File: config.mk
export PLATFORM = sky130hd
export DESIGN_NAME = wide_add_sequencer
export DESIGN_NICKNAME = d
export VERILOG_FILES = /design/src/rtl/wide_add_pkg.sv /design/src/rtl/carryselect_32_bit.sv /design/src/rtl/wide_add_sequencer.sv
export SDC_FILE = /design/constraint.sdc
export NUM_CORES = 1
export LEC_CHECK = 0
export CAP_MARGIN = 15
export CELL_PAD_IN_SITES_DETAIL_PLACEMENT = 0
export CELL_PAD_IN_SITES_GLOBAL_PLACEMENT = 1
export CORE_AREA = 2 2 258 260
export CTS_CLUSTER_DIAMETER = 80
export DETAILED_ROUTE_END_ITERATION = 16
export DIE_AREA = 0 0 260 262
export GPL_TIMING_DRIVEN = 0
export PLACE_DENSITY_LB_ADDON = 0.1
export SKIP_LAST_GASP = 1
export SYNTH_ARGS = -nofsm -noshare
export SYNTH_HDL_FRONTEND = slang
export SYNTH_HIERARCHICAL = 1
export SYNTH_SLANG_ARGS = --single-unit
File: constraint.sdc
create_clock -name clk -period 6.8 [get_ports clk]
set_input_delay 1.36 -clock clk [delete_from_list [all_inputs] [get_ports clk]]
set_output_delay 1.36 -clock clk [all_outputs]
set_load 0.01 [all_outputs]
File: src/rtl/wide_add_pkg.sv
// Shared types and constants for the wide add/subtract sequencer slice.
package wide_add_pkg;

  typedef enum logic [1:0] {
    IDLE = 2'd0,
    RUN  = 2'd1,
    DONE = 2'd2
  } state_t;

  localparam int WORD_W = 32;
  localparam int REQ_N  = 2;

endpackage

File: src/rtl/carryselect_32_bit.sv
// 32-bit carry-select adder built from 4-bit blocks, each precomputing both carry-in cases.
module carryselect_32_bit (
  input  logic [31:0] a,
  input  logic [31:0] b,
  input  logic        cin,
  output logic [31:0] sum,
  output logic        cout
);

  logic [8:0] c;

  assign c[0] = cin;

  for (genvar i = 0; i < 8; i++) begin : g_blk
    logic [4:0] s0;
    logic [4:0] s1;
    assign s0 = {1'b0, a[i*4 +: 4]} + {1'b0, b[i*4 +: 4]};
    assign s1 = {1'b0, a[i*4 +: 4]} + {1'b0, b[i*4 +: 4]} + 5'd1;
    assign sum[i*4 +: 4] = c[i] ? s1[3:0] : s0[3:0];
    assign c[i+1]        = c[i] ? s1[4]   : s0[4];
  end

  assign cout = c[8];

endmodule

File: src/rtl/wide_add_sequencer.sv
// Sequences WORDS x 32-bit add/sub through one shared 32-bit adder, LS word first,
// with round-robin arbitration between two requesters and a valid/ready response.
module wide_add_sequencer
  import wide_add_pkg::*;
#(
  parameter int WORDS = 4
) (
  input  logic                          clk,
  input  logic                          rst_n,
  input  logic [REQ_N-1:0]              req_valid,
  output logic [REQ_N-1:0]              req_ready,
  input  logic [REQ_N*WORDS*WORD_W-1:0] req_a,
  input  logic [REQ_N*WORDS*WORD_W-1:0] req_b,
  input  logic [REQ_N-1:0]              req_sub,
  output logic                          rsp_valid,
  input  logic                          rsp_ready,
  output logic [WORDS*WORD_W-1:0]       rsp_data,
  output logic                          rsp_id,
  output logic                          rsp_cout,
  output logic                          rsp_ovf,
  output logic                          busy
);

  localparam int KW  = (WORDS > 1) ? $clog2(WORDS) : 1;
  localparam int OPW = WORDS * WORD_W;
  localparam logic [KW-1:0] K_LAST = KW'(WORDS - 1);

  state_t            state;
  logic [WORD_W-1:0] a_reg [WORDS];
  logic [WORD_W-1:0] b_reg [WORDS];
  logic [WORD_W-1:0] res   [WORDS];
  logic [KW-1:0]     k;
  logic              carry_reg;
  logic              last_grant;

  logic              grant_any;
  logic              grant_id;
  logic [OPW-1:0]    sel_a;
  logic [OPW-1:0]    sel_b;
  logic              sel_sub;
  logic [WORD_W-1:0] add_a;
  logic [WORD_W-1:0] add_b;
  logic [WORD_W-1:0] add_sum;
  logic              add_cout;

  // On a tie the requester not served last wins; otherwise the lone requester.
  always_comb begin
    grant_any = |req_valid;
    grant_id  = (&req_valid) ? ~last_grant : req_valid[1];
    sel_a     = grant_id ? req_a[2*OPW-1:OPW] : req_a[OPW-1:0];
    sel_b     = grant_id ? req_b[2*OPW-1:OPW] : req_b[OPW-1:0];
    sel_sub   = req_sub[grant_id];
  end

  always_comb begin
    req_ready = '0;
    if (rst_n && state == IDLE && grant_any)
      req_ready[grant_id] = 1'b1;
  end

  assign add_a = a_reg[k];
  assign add_b = b_reg[k];

  carryselect_32_bit u_adder (
    .a    (add_a),
    .b    (add_b),
    .cin  (carry_reg),
    .sum  (add_sum),
    .cout (add_cout)
  );

  always_ff @(posedge clk or negedge rst_n) begin
    if (!rst_n) begin
      state      <= IDLE;
      k          <= '0;
      carry_reg  <= 1'b0;
      last_grant <= 1'b1;
      rsp_id     <= 1'b0;
      rsp_cout   <= 1'b0;
      rsp_ovf    <= 1'b0;
      for (int unsigned w = 0; w < WORDS; w++) begin
        a_reg[w] <= '0;
        b_reg[w] <= '0;
        res[w]   <= '0;
      end
    end else begin
      case (state)
        IDLE: begin
          if (grant_any) begin
            // Subtraction is A + ~B + 1: invert B here, the +1 enters as the first carry-in.
            for (int unsigned w = 0; w < WORDS; w++) begin
              a_reg[w] <= sel_a[w*WORD_W +: WORD_W];
              b_reg[w] <= sel_b[w*WORD_W +: WORD_W] ^ {WORD_W{sel_sub}};
            end
            carry_reg  <= sel_sub;
            k          <= '0;
            last_grant <= grant_id;
            rsp_id     <= grant_id;
            state      <= RUN;
          end
        end
        RUN: begin
          res[k]    <= add_sum;
          carry_reg <= add_cout;
          if (k == K_LAST) begin
            k        <= '0;
            rsp_cout <= add_cout;
            rsp_ovf  <= (add_a[WORD_W-1] == add_b[WORD_W-1]) &&
                        (add_sum[WORD_W-1] != add_a[WORD_W-1]);
            state    <= DONE;
          end else begin
            k <= k + 1'b1;
          end
        end
        DONE: begin
          if (rsp_ready)
            state <= IDLE;
        end
        default: state <= IDLE;
      endcase
    end
  end

  always_comb begin
    rsp_data = '0;
    for (int unsigned w = 0; w < WORDS; w++)
      rsp_data[w*WORD_W +: WORD_W] = res[w];
  end

  assign rsp_valid = (state == DONE);
  assign busy      = (state != IDLE);

endmodule

Word-level counts from Yosys, hierarchy flattened
Index checks and enable logic that the tools add are counted.
{"block": "op_classes", "add_sub_neg": 17, "magnitude_cmp": 4, "eq_ne": 8, "mux": 42, "bitwise": 6, "n_reduce_logical": 14}
{"cell": "$mux W128", "count": 2}
{"cell": "$mux W32", "count": 5}
{"cell": "$bmux W32 S2", "count": 2}
{"cell": "$bwmux W128", "count": 1}
{"cell": "$xor A32 B32 Y32", "count": 4}
{"cell": "$demux W32 S2", "count": 1}
{"cell": "$add A4 B4 Y5", "count": 8}
{"cell": "$add A5 B1 Y5 const B", "count": 8}
{"cell": "$mux W4", "count": 8}
{"cell": "$mux W1", "count": 13}
{"cell": "$mux W2", "count": 6}
{"cell": "$reduce_and A2 Y1", "count": 4}
{"cell": "$pmux W2 S3", "count": 1}
{"cell": "$logic_and A1 B1 Y1", "count": 5}
{"cell": "$eq A2 B2 Y1 const B", "count": 2}
{"cell": "$ne A2 B2 Y1 const B", "count": 2}
{"cell": "$pmux W2 S2", "count": 1}
{"cell": "$reduce_bool A2 Y1", "count": 2}
{"cell": "$ge A3 B3 Y1 const B", "count": 1}
{"cell": "$lt A3 B1 Y1 const B", "count": 1}
{"cell": "$not A2 Y3", "count": 1}
{"cell": "$reduce_and A3 Y1", "count": 1}
{"cell": "$add A2 B1 Y2 const B", "count": 1}
{"cell": "$eq A2 B1 Y1 const B", "count": 1}
{"cell": "other kinds (10)", "count": 10}
{"block": "totals", "regBits": 393, "wordCells": 110}

Longest topological paths before layout
Gate-level depths: netlist of the first run.
{"block": "depth", "word_depth": 16, "mapped_depth": 20}

Hierarchy
The synthesis of the first run kept the hierarchy.
{"module": "wide_add_sequencer", "n_inst": 1, "cells_per_inst": 1647, "area_per_inst_um2": 19503.7}
{"module": "carryselect_32_bit", "n_inst": 1, "cells_per_inst": 192, "area_per_inst_um2": 1762.9}

Least setup slack after synthesis of the first run
No wires, ideal clock.
{"block": "synth_timing", "path_kind": "register -> register", "startpoint": "reg k[0]", "endpoint": "reg rsp_ovf", "arrival_ps": 5902, "setup_slack_ps": 774, "path_stages_with_launch": 21, "n_path_buf": 3, "synth_period_minus_slack_ps": 6026, "path_cell_list": "dfrtp_1 -> clkbuf_1 -> buf_2 -> buf_2 -> mux4_2 -> ha_1 -> fa_1 -> ha_1 -> nand2_1 -> a2111oi_0 -> a221o_2 -> a211oi_4 -> mux2i_2 -> mux2i_1 -> mux2i_1 -> mux2i_2 -> mux2i_4 -> mux2i_1 -> xnor2_1 -> nor4b_1 -> a211o_1"}
{"block": "synth_between", "elab_chain_len": 16, "word_cells_on_any_way": 36, "cone_classes": "16 x add/sub; 3 x eq/ne; 14 x mux; 1 x bitwise; 2 x reduce/logical"}
{"element": "start: declaration", "line": "wide_add_sequencer.sv:32", "rtl": "logic [KW-1:0] k;"}
{"element": "start signal: assignment", "line": "wide_add_sequencer.sv:112", "rtl": "k <= k + 1'b1;"}
{"element": "$not A2 Y3 (implied by the code) *", "line": "wide_add_sequencer.sv:62", "rtl": "assign add_b = b_reg[k];"}
{"element": "$bmux W32 S2 *", "line": "wide_add_sequencer.sv:62"}
{"element": "$mux W32 (implied by the code) * (2 in a row)", "line": "wide_add_sequencer.sv:62"}
{"element": "net add_b[0]", "line": "wide_add_sequencer.sv:42", "rtl": "logic [WORD_W-1:0] add_b;"}
{"element": "$add A4 B4 Y5 *", "line": "carryselect_32_bit.sv:17, carryselect_32_bit.sv:18"}
{"element": "$add A5 B1 Y5", "line": "carryselect_32_bit.sv:18", "rtl": "assign s1 = {1'b0, a[i*4 +: 4]} + {1'b0, b[i*4 +: 4]} + 5'd1;"}
{"element": "$mux W1 * (7 in a row)", "line": "carryselect_32_bit.sv:20", "rtl": "assign c[i+1] = c[i] ? s1[4] : s0[4];"}
{"element": "$mux W4 *", "line": "carryselect_32_bit.sv:19", "rtl": "assign sum[i*4 +: 4] = c[i] ? s1[3:0] : s0[3:0];"}
{"element": "net add_sum[31]", "line": "wide_add_sequencer.sv:43", "rtl": "logic [WORD_W-1:0] add_sum;"}
{"element": "$ne A1 B1 Y1 *", "line": "wide_add_sequencer.sv:109", "rtl": "(add_sum[WORD_W-1] != add_a[WORD_W-1]);"}
{"element": "$logic_and A1 B1 Y1 *", "line": "wide_add_sequencer.sv:108", "rtl": "rsp_ovf <= (add_a[WORD_W-1] == add_b[WORD_W-1]) &&"}
{"element": "end signal: assignment", "line": "wide_add_sequencer.sv:108"}
{"element": "end: declaration", "line": "wide_add_sequencer.sv:20", "rtl": "output logic rsp_ovf,"}
The timed path passes the listed nets; every way through them passes the cells marked *. The select of a mux whose other input is x is not followed.
A chain may end at the register's enable or synchronous reset.

Worst setup path after layout of the first run
{"block": "layout_timing", "startpoint": "reg k[0]", "endpoint": "reg res (netlist bit rsp_data[29])"}
{"block": "layout_between", "elab_chain_len": 15, "word_cells_on_any_way": 37, "cone_classes": "16 x add/sub; 2 x order compare; 17 x mux; 1 x bitwise; 1 x reduce/logical"}
{"element": "$not A2 Y3 (implied by the code) *", "line": "wide_add_sequencer.sv:62"}
{"element": "$bmux W32 S2 *", "line": "wide_add_sequencer.sv:62"}
{"element": "$mux W32 (implied by the code) * (2 in a row)", "line": "wide_add_sequencer.sv:62"}
{"element": "net add_b[0]", "line": "wide_add_sequencer.sv:42"}
{"element": "$add A4 B4 Y5 *", "line": "carryselect_32_bit.sv:17, carryselect_32_bit.sv:18"}
{"element": "$add A5 B1 Y5", "line": "carryselect_32_bit.sv:18"}
{"element": "$mux W1 * (7 in a row)", "line": "carryselect_32_bit.sv:20"}
{"element": "$mux W4 *", "line": "carryselect_32_bit.sv:19"}
{"element": "net add_sum[29]", "line": "wide_add_sequencer.sv:43"}
{"element": "$bwmux W128 *", "line": "wide_add_sequencer.sv:103", "rtl": "res[k] <= add_sum;"}
{"element": "end signal: indexed assignment", "line": "wide_add_sequencer.sv:103"}
{"element": "end: declaration", "line": "wide_add_sequencer.sv:31", "rtl": "logic [WORD_W-1:0] res [WORDS];"}
Marked as above.

==> key figures, run 1 <==
Global routing
  • Initial antenna violation count: 6
  • GRT Residual Overflow: 0
  • Largest net degree at the start of global routing: 125
  • First-pass GRT wire length: 116900 um
  • Gr usage total: 23.61%
  • Vias in the first global route: 17920

Route
  • DRT iter0 DRCs: 654
  • Final ANT Viol Nets: 0
  • First-pass iteration count of the detailed router: 4
  • DR vias/cell: 4.875
  • Via count: 16840
  • DR WL/cell: 23.85 um
  • DRC violations left: 0
  • Total Wirelength: 82350 um

Critical path
  • CP startpoint kind: register
  • Worst Setup SP: k[0]
  • R2R Path Start: k[0]
  • CP Data Required Time: 7.26 ns
  • Critical Path Fanout Max: 10
  • CP arrival: 6.96 ns
  • Reg2Reg Setup Slack: 0.30 ns
  • Setup CP Type: register to register
  • Crit end category: register

Synth
  • Post-synth EDFFs: 0
  • Post-synth top area share: 46.13%
  • Syn nets: 2410
  • Ys flop type: dfrtp_1
  • Synth unique cells: 44
  • Syn Std Cell Area: 21270 um2
  • Post-Syn Instances: 1839
  • Post-synthesis sequential area ratio: 46.25%
  • Yosys reg bits: 393
  • Largest cells by area after synthesis: dfrtp_1, mux2i_1, mux2_2
  • Area leader, netlist: dfrtp_1
  • Synthesis warning total: 6
  • Ys async rst share: 100.0%
  • Avg Cell Area, Syn: 11.56 um2

Timing
  • Final-report setup violation count: 0
  • RSZ-0062 raised after global routing: no
  • Worst-Margin Slew: 0.8857 ns
  • Final min period: 6.505 ns
  • Fin crit share: 95.66%
  • Max Clk Rate: 153.7 MHz
  • Rel. slew slack: 40.95%
  • Final Hold Vio Count: 0
  • Clock skew: 0.01638 ns
  • Slew Limit Fails: 0
  • TNS Setup: 0 ns

Worst hold path
  • Hold Crit Class: register to register
  • HP Start: a_reg[27]

Final layout
  • Layout cells sized above 1: 13.69%
  • Register area: 9837 um2
  • Fin nets: 3118
  • Area Growth Syn to Fin: 43.99%
  • Fill cells: 6097
  • Final Instance Count excl. Fillers: 3453
  • Post-route cell area: 30620 um2
  • Footprint of the multi-input gates: 10820 um2

Placed design
  • Placer Congestion: 0.8505
  • HPWL reported at the end of detailed placement: 67180 um
  • # port buffers: 653
  • Placed Cells incl. Taps: 3359
  • DP Area: 28970 um2

Die
  • Die W: 260 um
  • Initial Utilization: 32.58%
  • Core ar.: 65280 um2
  • Die area: 68120 um2
  • Row count: 94
  • Io pins: 654
  • Die height: 262 um

Pwr
  • P_leak: 12.91 nW
  • P_sw: 7.185 mW
  • Sequential share of power: 25.3%
  • Total design power: 16.66 mW
  • Switch share: 43.12%
  • Logic pwr share: 59.4%
  • Power density over cell area: 544.1 nW/um2
  • Max VDD drop: 0.2967 mV
  • Int Pwr: 9.477 mW
  • Clk pwr share: 15.3%

Clocking
  • Hold_buf cts: 0
  • CTS Buffer Depth: 3
  • H-Tree Depth: 2
  • Clk Tree Root Cell: clkbuf_16
  • Clk sink count: 393
  • CTS Buf Count: 46
  • CTS tree: done
  • Clock transition at path regs: 0.06 ns
  • Skew-Pair Late Insertion Delay: 0.58 ns

Run
  • Max-cap check violation count: 0

Status
  • Status: finished clean
## worst max-delay path, stage by stage (launching register included)
cell and delay [ns]:
dfrtp_2 0.47, buf_6 0.23, buf_6 0.24, mux4_2 0.59
ha_1 0.27, fa_1 0.49, ha_1 0.22, nand2_1 0.15
a2111oi_0 0.10, a221o_2 0.46, a211oi_4 0.34, mux2i_2 0.38
mux2i_2 0.38, mux2i_2 0.24, buf_4 0.16, mux2i_4 0.34
mux2i_4 0.35, buf_4 0.16, xnor2_2 0.12, mux2_1 0.40
mux2_2 0.28
## cells in the final DEF (no fill, tap or decap), drive strengths merged, types with 2 or more instances in the layout
master	n
clkdlybuf4s50	652
diode	4
o21ai	260
nor3	5
a21o	17
inv	9
ha	44
mux2i	265
nand2	277
a21oi	18
xnor2	155
nand4b	4
mux2	137
nand4	10
dfrtp	392
clkinv	7
nand3	6
bufinv	2
nand2b	2
buf	80
a2111oi	2
xor2	20
fa	8
clkbuf	129
nand3b	2
nor2	5
mux4	64
## synthesized netlist by cell type, types with 2 or more instances
cell	n
fa_1	8
a21oi_1	18
ha_1	44
mux2_1	2
buf_2	36
mux2i_2	2
mux4_2	64
o21ai_1	111
inv_1	6
a2111oi_0	2
buf_4	22
nor3_1	5
nand2b_1	2
xnor2_2	2
nand4b_1	4
nand3_1	6
mux2i_1	262
nand3b_1	2
dfrtp_1	392
nor2_1	5
clkbuf_1	55
o21ai_0	149
xnor2_1	153
nand4_1	10
xor2_1	20
buf_1	13
nand2_1	277
a21o_1	17
mux2_2	135
## through the flow
| step | util, % | hold WS, ns | setup WS (ns) |
|---|---|---|---|
| 6_report | 46.91 | 0.4730 | 0.2950 |
| 4_1_cts | 46.85 | 0.4787 | 0.02381 |
| 3_3_place_gp | 44.25 | 0.4571 | -13.26 |
| 5_1_grt | 46.90 | 0.4939 | 0.006297 |
| 2_1_floorplan | - | 0.4446 | 0.7741 |
| 3_5_place_dp | 44.38 | 0.4657 | -0.9124 |
## cell type report
type,count,area share [%]
antenna,4,0.03269
inverter,6,0.07355
clock buffer,74,4.703
buffer,126,2.051
timing repair buffer,661,21.75
tap,864,3.530
clock inverter,12,0.3963
multi-input combinational,1313,35.34
sequential,393,32.12
## path summary, 6_finish.rpt
kind / end / cells past startpoint
max in group asynchronous: b_reg[56] / 3
worst min-delay path: a_reg[27] / 2
worst max register to register: rsp_data[29] / 20
min in group asynchronous: rsp_data[100] / 1
worst min register to register: a_reg[27] / 2
worst max-delay path: rsp_data[29] / 20
## timing repair
| action | in CTS | in global routing |
|---|---|---|
| buffers inserted | 2 | 3 |
| pin swaps | 0 | 0 |
| endpoints found under the setup margin | 51 | 9 |
| gates cloned | 0 | 0 |
| gates resized for setup | 12 | 4 |
## power groups by stage
stage               combinational (mW)  sequential (mW)  clock [mW]
floorplan                         5.99             4.22           0
global placement                  9.70             4.22           0
detailed placement                9.93             4.24           0
CTS                               10.0             4.21        2.60
global route                      10.8             4.35        2.70
finish                            9.90             4.21        2.55
## per-layer routing
layer  track usage [%]  vias up  share of wire [%]
li1                  -     7919                  -
met1             29.47     8411                 42
met2             43.06      431                 52
met3             4.012       68                4.7
met4             4.342        6                1.4
met5                 0        -              0.044
## logic make-up (layout without fill, tap and decap cells)
kind of cell             after synthesis  after routing  share of synthesized area (%)
adder cells (fa/ha/maj)               52             52                          3.342
multiplexers                         466            466                          26.60
AND/OR/NAND/NOR                      315            315                          5.960
AO/OA/AOI/OAI                        305            305                          7.590
other                                  0              4                              0
flip-flops                           393            393                          46.25
buffers and inverters                133            879                          2.983
XOR/XNOR                             175            175                          7.278
No activity file was read; power rests on OpenSTA's default activity.
==> inputs of run 2 (changes only) <==
--- a/config.mk
+++ b/config.mk
@@ -15,6 +15,7 @@
 export GPL_TIMING_DRIVEN = 0
 export PLACE_DENSITY_LB_ADDON = 0.1
 export SKIP_LAST_GASP = 1
+export SLEW_MARGIN = 5
 export SYNTH_ARGS = -nofsm -noshare
 export SYNTH_HDL_FRONTEND = slang
 export SYNTH_HIERARCHICAL = 1
==> run 2 against run 1 <==
Effect of this change:
- setup slack worse by 0.061 ns
- global-route usage up 0.070 points
- core utilization up 0.17 points
- routed wire length about the same
- critical path depth down 1
- count of clock-buffer cells in the layout down 11
- via count up 0.34%
- first-iteration DRC count up 8.7%
- register-to-register slack worse by 0.06 ns
- cell count down 0.17%
- largest cell class unchanged
- largest power group unchanged
- highest routed layer unchanged
==> key figures, run 2 (same netlist as run 1, synthesis figures left out) <==
Pwr
  • P_leak: 12.96 nW (+0.34%)
  • Max VDD drop: 0.2888 mV (-2.6%)
  • Power density over cell area: 546.3 nW/um2 (+0.40%)

Global routing
  • Top Usage Layer GRT: met2
  • Initial antenna violation count: 5 (-1)
  • Largest net degree at the start of global routing: 112 (-10%)
  • First-pass GRT wire length: 117500 um (+0.49%)
  • GRT met2 Usage: 43.47% (+0.41 points)
  • Vias in the first global route: 17960 (+0.22%)
  • GRT Residual Overflow: 0 (unchanged)
  • GR met3 Demand/Resource: 3.472% (-0.54 points)
  • Routing usage on met1: 29.79% (+0.32 points)
  • Gr usage total: 23.68% (+0.070 points)

Route
  • DR vias/cell: 4.901 (+0.52%)
  • DRT iter0 DRCs: 711 (+8.7%)
  • DR WL/cell: 23.88 um (+0.12%)
  • First-pass iteration count of the detailed router: 5 (+1)
  • Via count: 16890 (+0.34%)
  • Total Wirelength: 82300 um (about the same)
  • Final ANT Viol Nets: 0 (unchanged)
  • DRC violations left: 0 (unchanged)

Clocking
  • CTS Buf Count: 46 (unchanged)
  • Skew-Pair Late Insertion Delay: 0.57 ns (about the same)
  • CTS tree: done
  • H-Tree Depth: 2 (unchanged)
  • Clk Tree Root Cell: clkbuf_16
  • CTS Buffer Depth: 3 (unchanged)
  • Clk sink count: 393 (unchanged)
  • Clock transition at path regs: 0.06 ns (about the same)

Die
  • Row count: 94 (unchanged)
  • Die area: 68120 um2 (unchanged)
  • Die height: 262 um (unchanged)
  • Core ar.: 65280 um2 (unchanged)
  • Io pins: 654 (unchanged)
  • Die W: 260 um (unchanged)
  • Initial Utilization: 32.58% (unchanged)

Run
  • Max-cap check violation count: 0 (unchanged)

Critical path
  • Slowest-stage cell, CP: fa_1
  • CP bufs+invs: 3 (-1)
  • Critical Path Fanout Max: 10 (unchanged)
  • CP Data Required Time: 7.26 ns (about the same)
  • Worst-path cell chain: buf_2, clkbuf_4, mux4_2, ha_1, fa_1, ha_1, nand2_1, a2111oi_0, a221o_2, a211oi_4, mux2i_4, mux2i_4, mux2i_4, mux2i_4, mux2i_4, buf_4, xnor2_2, mux2_1, mux2_2
  • CP startpoint kind: register
  • CP arrival: 7.03 ns (+0.07 ns)
  • Setup CP Type: register to register
  • Most common cell on crit path: mux2i_4
  • Slowest stage delay, CP: 0.49 ns (-0.10 ns)
  • Crit end category: register
  • Largest delay share family, worst path: multiplexers

Final layout
  • Most common cell after layout, fill and taps aside: clkdlybuf4s50_1
  • Post-route cell area: 30730 um2 (+0.36%)
  • Area Growth Syn to Fin: 44.51%
  • Layout cells sized above 1: 14.02% (+0.33 points)
  • Fin nets: 3116 (-0.064%)
  • Post-layout util: 47.08% (+0.17 points)
  • Most frequent cells in the layout: clkdlybuf4s50_1, dfrtp_1, nand2_1

Timing
  • Slew Limit Fails: 0 (unchanged)
  • Final Hold Vio Count: 0 (unchanged)
  • Clock skew: 0.01241 ns (-0.003964 ns)
  • Fin crit share: 96.56% (+0.90 points)
  • Setup ws final: 0.2341 ns (-0.06096 ns)
  • Hold slack: 0.4730 ns (+0.000003000 ns)
  • Final min period: 6.566 ns (+0.06096 ns)
  • TNS Setup: 0 ns (unchanged)
  • Worst-Margin Slew: 0.8710 ns (-0.01463 ns)
  • Max Clk Rate: 152.3 MHz (-0.93%)
  • Rel. slew slack: 41.93% (+0.98 points)
  • RSZ-0062 raised after global routing: no
  • Final-report setup violation count: 0 (unchanged)

Placed design
  • Placer Congestion: 0.8505 (unchanged)
  • Pre-CTS setup slack: -0.9042 ns (+0.008267 ns)
  • HPWL reported at the end of detailed placement: 67170 um (about the same)
  • DP Area: 28970 um2 (unchanged)
  • # port buffers: 653 (unchanged)

Status
  • Status: finished clean

Worst hold path
  • Hold Crit Class: register to register
==> run 2: changes by cell type in the layout (fill, tap and decap cells not counted), moves of 2 or more <==
cell / before / now
clkinvlp_4: 0 / 3
clkinv_2: 7 / 11
diode_2: 4 / 1
mux2i_2: 3 / 0
clkinv_4: 0 / 2
inv_6: 3 / 0
bufinv_16: 2 / 6
mux2i_4: 2 / 5
clkbuf_1: 66 / 55
==> run 2: worst reg2reg max path, cell delays in order, from the launching register on <==
cell and delay [ns]:
dfrtp_1 0.46, buf_2 0.42, clkbuf_4 0.37, mux4_2 0.40
ha_1 0.27, fa_1 0.49, ha_1 0.21, nand2_1 0.15
a2111oi_0 0.09, a221o_2 0.46, a211oi_4 0.37, mux2i_4 0.35
mux2i_4 0.35, mux2i_4 0.36, mux2i_4 0.40, mux2i_4 0.35
buf_4 0.16, xnor2_2 0.12, mux2_1 0.40, mux2_2 0.28
==> run 2: metal layers <==
| metal | wire length (um) | share of wire (%) |
|---|---|---|
| met3 | 3693 | 4.5 |
| met2 | 43400 | 53 |
| met4 | 1078 | 1.3 |
| met5 | 35 | 0.043 |
| met1 | 34100 | 41 |
==> run 2: metrics by stage <==
step           std cells  power [mW]
5_1_grt             3446       18.04
4_1_cts             3443       16.98
2_1_floorplan       1839       10.21
3_5_place_dp        3359       14.16
3_3_place_gp        3356       13.92
6_report            3447       16.79
==> run 2: path summary, 6_finish.rpt <==
check	start	to	slack, ns	cells after the start
setup reg to reg	k[1]	rsp_data[29]	0.23	19
max in group asynchronous	rst_n	b_reg[25]	4.58	3
hold / removal	a_reg[5]	a_reg[5]	0.47	2
min in group asynchronous	rst_n	rsp_data[68]	0.73	1
hold reg to reg	a_reg[5]	a_reg[5]	0.47	2
setup / recovery	k[1]	rsp_data[29]	0.23	19
==> run 2: area by class of cell <==
class | instances | area, um2
Tap cell | 864 | 1081
Clock buffer | 63 | 1399
Antenna cell | 1 | 2.502
Timing Repair Buffer | 659 | 6646
Sequential cell | 393 | 9837
Fill cell | 6076 | 34540
Multi-Input combinational cell | 1313 | 10850
Clock inverter | 22 | 275.3
Buffer | 126 | 621.8
Inverter | 6 | 22.52
==> run 2: report_power, final <==
part / internal (mW) / switching [mW] / total (mW)
registers: 3.57 / 0.648 / 4.22
clock network: 1.67 / 1.04 / 2.70
logic: 4.38 / 5.49 / 9.87
==> run 2: repair_timing <==
action                     4_1_cts  5_1_grt
hold buffers                     0        0
setup endpoints to repair       51        5
setup buffers                    0        3
gates cloned                     0        0
resized for setup               16        1
